[src/rtl/pipe_ctrl.sv]
// pipe_ctrl: sequencer for the F/D/E/M/W pipeline. Merges load-use stalls,
// E/D redirects, memory wait states and halt/resume into per-stage enables,
// bubble clears and PC control, tracks per-stage valid bits and keeps
// stall/flush event counters for performance debug.
//
// Handshake note: IMEM_RDY and DMEM_RDY are single-cycle completion strobes
// sampled on the rising edge; there is no ready back-pressure towards the
// memories, the only response to a missing strobe is to hold or bubble stages.
`timescale 1ns/1ps

module pipe_ctrl #(
    parameter int BOOT_CYCLES = 4,
    parameter int CNT_W       = 32
) (
    input  logic             CLK,
    input  logic             RST_N,
    input  logic             LOAD_USE,
    input  logic             BR_TAKEN,
    input  logic             JAL_D,
    input  logic             IMEM_RDY,
    input  logic             DMEM_REQ,
    input  logic             DMEM_RDY,
    input  logic             HALT_REQ,
    input  logic             RESUME,
    output logic             PC_EN,
    output logic [1:0]       PC_SEL,
    output logic             F_EN,
    output logic             D_EN,
    output logic             E_EN,
    output logic             M_EN,
    output logic             W_EN,
    output logic             D_CLR,
    output logic             E_CLR,
    output logic [3:0]       STAGE_VALID,
    output logic [1:0]       STATE,
    output logic [CNT_W-1:0] STALL_CNT,
    output logic [CNT_W-1:0] FLUSH_CNT
);

    localparam logic [1:0] S_BOOT  = 2'b00;
    localparam logic [1:0] S_RUN   = 2'b01;
    localparam logic [1:0] S_MWAIT = 2'b10;
    localparam logic [1:0] S_HALT  = 2'b11;

    localparam int             BW        = (BOOT_CYCLES > 1) ? $clog2(BOOT_CYCLES) : 1;
    localparam logic [BW-1:0]  BOOT_LAST = BW'(BOOT_CYCLES - 1);

    logic [1:0]    state;
    logic [1:0]    state_nxt;
    logic [BW-1:0] boot_cnt;
    logic          active;     // RUN or MWAIT: the states that fetch and count
    logic          mem_wait;   // data access outstanding, whole pipe frozen
    logic          front_en;   // F->D and D->E registers
    logic          back_en;    // E->M, M->W and W registers
    logic          redirect;   // a branch/JALR or JAL redirect is accepted
    logic          d_src;      // valid of the instruction arriving into D

    assign active   = (state == S_RUN) || (state == S_MWAIT);
    assign mem_wait = ((state == S_RUN) && DMEM_REQ && !DMEM_RDY) ||
                      ((state == S_MWAIT) && !DMEM_RDY);
    assign d_src    = active && IMEM_RDY;

    assign F_EN  = front_en;
    assign D_EN  = front_en;
    assign E_EN  = back_en;
    assign M_EN  = back_en;
    assign W_EN  = back_en;
    assign STATE = state;

    // State register and boot delay counter
    always_ff @(posedge CLK or negedge RST_N) begin
        if (!RST_N) begin
            state    <= S_BOOT;
            boot_cnt <= '0;
        end else begin
            state <= state_nxt;
            if (state == S_BOOT) begin
                boot_cnt <= boot_cnt + 1'b1;
            end
        end
    end

    // Next-state decode; MWAIT release skips the memory-wait rule
    always_comb begin
        state_nxt = state;
        case (state)
            S_BOOT: begin
                if (boot_cnt == BOOT_LAST) state_nxt = S_RUN;
            end
            S_RUN, S_MWAIT: begin
                if (mem_wait)      state_nxt = S_MWAIT;
                else if (HALT_REQ) state_nxt = S_HALT;
                else               state_nxt = S_RUN;
            end
            default: begin
                if (RESUME && !HALT_REQ) state_nxt = S_RUN;
            end
        endcase
    end

    // Output decode: enables, clears and PC control in priority order
    always_comb begin
        PC_EN    = 1'b0;
        PC_SEL   = 2'b00;
        front_en = 1'b0;
        back_en  = 1'b0;
        D_CLR    = 1'b0;
        E_CLR    = 1'b0;
        redirect = 1'b0;
        case (state)
            S_BOOT: begin
                // flush bubbles through every stage while the PC is held
                front_en = 1'b1;
                back_en  = 1'b1;
                D_CLR    = 1'b1;
                E_CLR    = 1'b1;
            end
            S_RUN, S_MWAIT: begin
                if (mem_wait) begin
                    // freeze everything, no clears
                end else if (HALT_REQ) begin
                    front_en = 1'b1;
                    back_en  = 1'b1;
                    D_CLR    = 1'b1;
                end else if (BR_TAKEN) begin
                    // E redirect squashes D and E, including any load-use or JAL
                    PC_EN    = 1'b1;
                    PC_SEL   = 2'b01;
                    front_en = 1'b1;
                    back_en  = 1'b1;
                    D_CLR    = 1'b1;
                    E_CLR    = 1'b1;
                    redirect = 1'b1;
                end else if (LOAD_USE) begin
                    back_en  = 1'b1;
                    E_CLR    = 1'b1;
                end else if (JAL_D) begin
                    PC_EN    = 1'b1;
                    PC_SEL   = 2'b10;
                    front_en = 1'b1;
                    back_en  = 1'b1;
                    D_CLR    = 1'b1;
                    redirect = 1'b1;
                end else if (!IMEM_RDY) begin
                    front_en = 1'b1;
                    back_en  = 1'b1;
                    D_CLR    = 1'b1;
                end else begin
                    PC_EN    = 1'b1;
                    front_en = 1'b1;
                    back_en  = 1'b1;
                end
            end
            default: begin
                // HALT: hold everything until resumed
            end
        endcase
    end

    // Per-stage valid bits follow their stage register enables
    always_ff @(posedge CLK or negedge RST_N) begin
        if (!RST_N) begin
            STAGE_VALID <= 4'b0000;
        end else begin
            if (D_EN) STAGE_VALID[0] <= d_src && !D_CLR;
            if (E_EN) STAGE_VALID[1] <= STAGE_VALID[0] && !E_CLR;
            if (M_EN) STAGE_VALID[2] <= STAGE_VALID[1];
            if (W_EN) STAGE_VALID[3] <= STAGE_VALID[2];
        end
    end

    // Stall and flush event counters, active only while fetching
    always_ff @(posedge CLK or negedge RST_N) begin
        if (!RST_N) begin
            STALL_CNT <= '0;
            FLUSH_CNT <= '0;
        end else if (active) begin
            if (!PC_EN)   STALL_CNT <= STALL_CNT + 1'b1;
            if (redirect) FLUSH_CNT <= FLUSH_CNT + 1'b1;
        end
    end

endmodule

[config.mk]
export PLATFORM = sky130hd
export DESIGN_NAME = pipe_ctrl
export DESIGN_NICKNAME = d
export VERILOG_FILES = /design/src/rtl/pipe_ctrl.sv
export SDC_FILE = /design/constraint.sdc
export NUM_CORES = 1
export LEC_CHECK = 0
export CELL_PAD_IN_SITES_DETAIL_PLACEMENT = 0
export CELL_PAD_IN_SITES_GLOBAL_PLACEMENT = 1
export CORE_ASPECT_RATIO = 1.25
export CORE_UTILIZATION = 39
export CTS_CLUSTER_DIAMETER = 80
export DETAILED_ROUTE_END_ITERATION = 8
export GPL_ROUTABILITY_DRIVEN = 0
export PLACE_DENSITY = 0.83
export SYNTH_ARGS = -nofsm -noshare
export SYNTH_HDL_FRONTEND = slang
export SYNTH_SLANG_ARGS = --single-unit
[constraint.sdc]
create_clock -name CLK -period 2.55 [get_ports CLK]
set_clock_uncertainty 0.1 [all_clocks]
set_input_delay 0.255 -clock CLK [delete_from_list [all_inputs] [get_ports CLK]]
set_output_delay 0.255 -clock CLK [all_outputs]
set_load 0.05 [all_outputs]
# --- Yosys cells after proc, flatten, opt, wreduce, memory -nomap -nowiden ---
# Cells that the tools add are included.
word_totals:
  register_bits: 72
  output_inout_bits: 80
classes:
  eq_ne: 4
  reduce_logical: 19
  n_addsub: 3
  muxes: 43
  bitwise_logic: 1
ops:
  columns: ["op", "count"]
  rows:
  - ["$add 32x1->32 const B", 2]
  - ["$mux 1", 28]
  - ["$mux 2", 10]
  - ["$pmux 1 s2", 4]
  - ["$logic_and 1x1->1", 7]
  - ["$reduce_and 2->1", 3]
  - ["$eq 2x2->1 const B", 2]
  - ["$logic_not 1->1", 4]
  - ["$pmux 2 s2", 1]
  - ["$reduce_bool 3->1", 1]
  - ["$add 2x1->2 const B", 1]
  - ["$eq 2x1->1 const B", 1]
  - ["$logic_not 2->1", 1]
  - ["$logic_or 1x1->1", 2]
  - ["$ne 2x1->1 const B", 1]
  - ["$reduce_or 2->1", 1]
  - ["$not 1->1", 1]

# --- Depth between registers and ports, before layout ---
depth:
  word_depth: 9
  ltp_mapped: 7

# --- Least setup slack after synthesis ---
# Ideal clock, no wire load.
synth_path:
  path_type: "register to output"
  from: "register state[0] (netlist: STATE[0])"
  to: "output E_CLR"
  slack_ns: -0.747
  arrival_time_ns: 2.942
  required_ns: 2.195
  stages_incl_launch_ff: 7
  path_buffers: 0
  path_cell_list: "dfrtp_1 > inv_1 > ha_1 > a21oi_2 > o21ai_0 > a21oi_2 > nor2b_1"
synth_via:
  elab_chain_cells: 6
  elab_cells_between_ends: 10
  cone_classes: "2 x eq/ne; 2 x mux; 6 x reduce/logical"
synth_rtl:
  columns: ["element", "line_no", "text"]
  rows:
  - ["start, declared", "48", "logic [1:0] state;"]
  - ["start signal, assigned", "76", "state <= state_nxt;"]
  - ["$eq 2x1->1", "59, 110", null]
  - ["$logic_and 1x1->1 (2 in a row)", "59", "assign mem_wait = ((state == S_RUN) && DMEM_REQ && !DMEM_RDY) ||"]
  - ["$logic_or 1x1->1", "59", null]
  - ["$mux 1", "119", "if (mem_wait) begin"]
  - ["$pmux 1 s2 *", "110", "case (state)"]
  - ["end, declared", "33", "output logic E_CLR,"]
# Mark *: on every way between the ends. The rest lies on a longest branch, timed or not.

# --- Final worst setup path ---
layout_path:
  from: "register state[0] (netlist: STATE[0])"
  to: "output PC_SEL[1]"
layout_via:
  elab_chain_cells: 6
  elab_cells_between_ends: 9
  cone_classes: "2 x eq/ne; 2 x mux; 5 x reduce/logical"
layout_rtl:
  columns: ["element", "line_no", "text"]
  rows:
  - ["$eq 2x1->1", "59, 110", null]
  - ["$logic_and 1x1->1 (2 in a row)", "59", null]
  - ["$logic_or 1x1->1", "59", null]
  - ["$mux 2", "119", null]
  - ["$mux 2 *", "110", null]
  - ["end, declared", "26", "output logic [1:0] PC_SEL,"]
# Marked as above.

==> summary.txt <==
Run status
  • Status: completed

Global routing
  • Vias in the first global route: 3033
  • Gr ovfl total: 0
  • Initial antenna violation count: 0
  • Gr usage total: 0.190
  • First-pass GRT wire length: 15400 um
  • Largest net degree at the start of global routing: 32

STA
  • Slew HR: 0.531
  • RSZ-0062 raised after global routing: no
  • Worst-Margin Slew: 703 ps
  • Worst setup margin: 120 ps
  • Fin Setup TNS: 0 ps
  • Final hold violation count: 0
  • Min Hold Slack: 361 ps
  • Final period utilization: 0.953
  • FMAX: 411 MHz
  • Minimum clock period after layout: 2430 ps
  • Final setup fails: 0
  • Final Max Slew Viols: 0

Clock tree
  • TritonCTS clock tree: built
  • Total CTS buffers: 9
  • CTS sink cnt: 72
  • CTS clk-pin slew, worst paths: 60 ps
  • Post-CTS setup buffer count: 0
  • Clock Path Buffers: 2
  • Clk_lat worst skew: 330 ps
  • H-tree levels: 3
  • Clk root buf: clkbuf_16

Pwr
  • PwrDens: 919 nW/um2
  • Overall Power: 0.00491 W
  • Leak: 2.26 nW
  • VDD IR-drop max: 398 uV

Placement
  • Pre-CTS WS: 337 ps
  • IO Port Bufs: 89
  • Final HPWL from detailed placement: 6640 um

Critical path
  • Crit path capture type: output pin
  • Data required time of the critical path: 2190 ps
  • Critical path launch point type: register
  • Reg2reg path depth: 6
  • Reg-to-Reg Start: STATE[0]
  • CP arrival: 2080 ps
  • End of the worst register-to-register path: STALL_CNT[24]
  • Setup Crit Path Kind: register to output pin
  • Crit-path max FO: 10
  • R2r setup slk: 400 ps

Logic synthesis
  • Post-synth EDFFs: 0
  • Mapped Cells: 360
  • Syn Area/Cell: 10.7 um2
  • Yosys warns: 0
  • Synth unique cells: 50
  • Synthesized area: 3850 um2
  • Async S/R FF share, synth: 1.00
  • Most used DFF post-synth: dfrtp_1
  • Sequential-to-total area share from yosys stat: 0.468
  • Mapped Nets: 377
  • FF+latch count, synth: 72

Worst hold path
  • Hold EP: STALL_CNT[31]
  • Worst hold path class: register to register
  • Worst Hold Depth: 1
  • Hold Startpoint: STALL_CNT[31]

Drt
  • # DRC: 0
  • DR WL/cell: 15.5 um
  • Detailed-route via count: 3112
  • Final WL: 9130 um
  • Drt via density: 5.30
  • First-pass iteration count of the detailed router: 4
  • Detailed Route Iter0 Violations: 162
  • Routed Antenna Nets: 0

Floorplan
  • Initial Util: 0.401
  • Die area: 10300 um2
  • Core area: 9610 um2
  • I/O pin count: 90
  • Cell row count: 40
  • Die Y: 113 um
  • DIE WIDTH: 90.9 um

Finish
  • Antenna Cells: 0
  • Final net count: 473
  • Ratio of cells with drive above 1 in the final layout: 0.152
  • Area growth syn-to-layout: 38.7%
  • Most common cell after layout, fill and taps aside: clkdlybuf4s50_1
  • Final core utilization: 0.556
  • Most frequent cells in the layout: clkdlybuf4s50_1 (78), dfrtp_1 (70), xor2_1 (35)

Run
  • Max Cap Violations: 0
synth_stat cells, types with 8 or more instances:
cell type	count	area share
dfrtp_1	72	0.47
xor2_1	35	0.080
xnor2_1	28	0.064
nor3_1	22	0.029
nand4_1	21	0.034
nand3_1	19	0.025
nand2_1	18	0.018
inv_1	15	0.015
nor2_1	13	0.013
and4_1	11	0.025
nor4_1	9	0.015
and2_1	8	0.013
and3_1	8	0.013
what timing repair did:
item / in CTS / in global routing
resized for setup: 0 / 1
endpoints found under the hold margin: 28 / 0
hold buffers: 1 / 0
endpoints found under the setup margin: 0 / 5
report_power, final:
group          switching (W)  internal [W]
Clock               0.000463      0.000808
Combinational        0.00132      0.000865
Sequential          0.000167       0.00129
Total                0.00195       0.00296
cell type report:
type / count / area, um2
clock inverters: 3 / 40.0
multi-input cells: 258 / 1940
clock buffers: 13 / 260
well taps: 126 / 158
repair buffers: 100 / 1080
inverters: 15 / 56.3
fillers: 867 / 4270
flip-flops and latches: 72 / 1800
worst max-delay path, cell delays in order (launching register included):
cell and delay (ps):
dfrtp_2 390, inv_1 80, ha_1 230, a21oi_4 260, o21ai_0 220, nor2_1 170
and3_1 240, buf_12 150
metrics by stage:
stage               cells  area [um2]
finish                587        5340
global route          587        5340
CTS                   587        5340
detailed placement    570        5030
global placement      570        5030
floorplan             360        3880
per-layer routing:
layer | GRT usage | vias to the layer above | share of wire
met5 | 0 | - | 0
met4 | 0.0635 | 0 | 0.010
met3 | 0.0558 | 10 | 0.056
met2 | 0.312 | 80 | 0.49
met1 | 0.239 | 1537 | 0.44
li1 | - | 1485 | -
worst max path at each step:
stage	from	endpoint	slack, ps	cells after the start
6_report	STATE[0]	PC_SEL[1]	120	7
5_1_grt	STATE[0]	E_EN	20	7
4_1_cts	STATE[0]	PC_SEL[1]	60	6
3_5_place_dp	JAL_D	FLUSH_CNT[24]	340	6
3_3_place_gp	JAL_D	FLUSH_CNT[27]	370	5
2_1_floorplan	STATE[0]	E_CLR	30	6
registers in the layout (all words and copies together) (netlist names):
register / count
STAGE_VALID: 4
STATE: 2
FLUSH_CNT: 32
STALL_CNT: 32
boot_cnt: 2
cell families (layout without fill, tap and decap cells):
logic type      count (synthesis)  in the layout  share of synthesized area
compound gates                 21             21                     0.0451
xor+xnor                       63             63                      0.143
buf+inv                        30            131                     0.0364
mux                             7              7                     0.0201
flops                          72             72                      0.468
fa+ha+maj                       7              7                     0.0227
simple gates                  160            160                      0.265
Power figures use the tool's default switching activity.
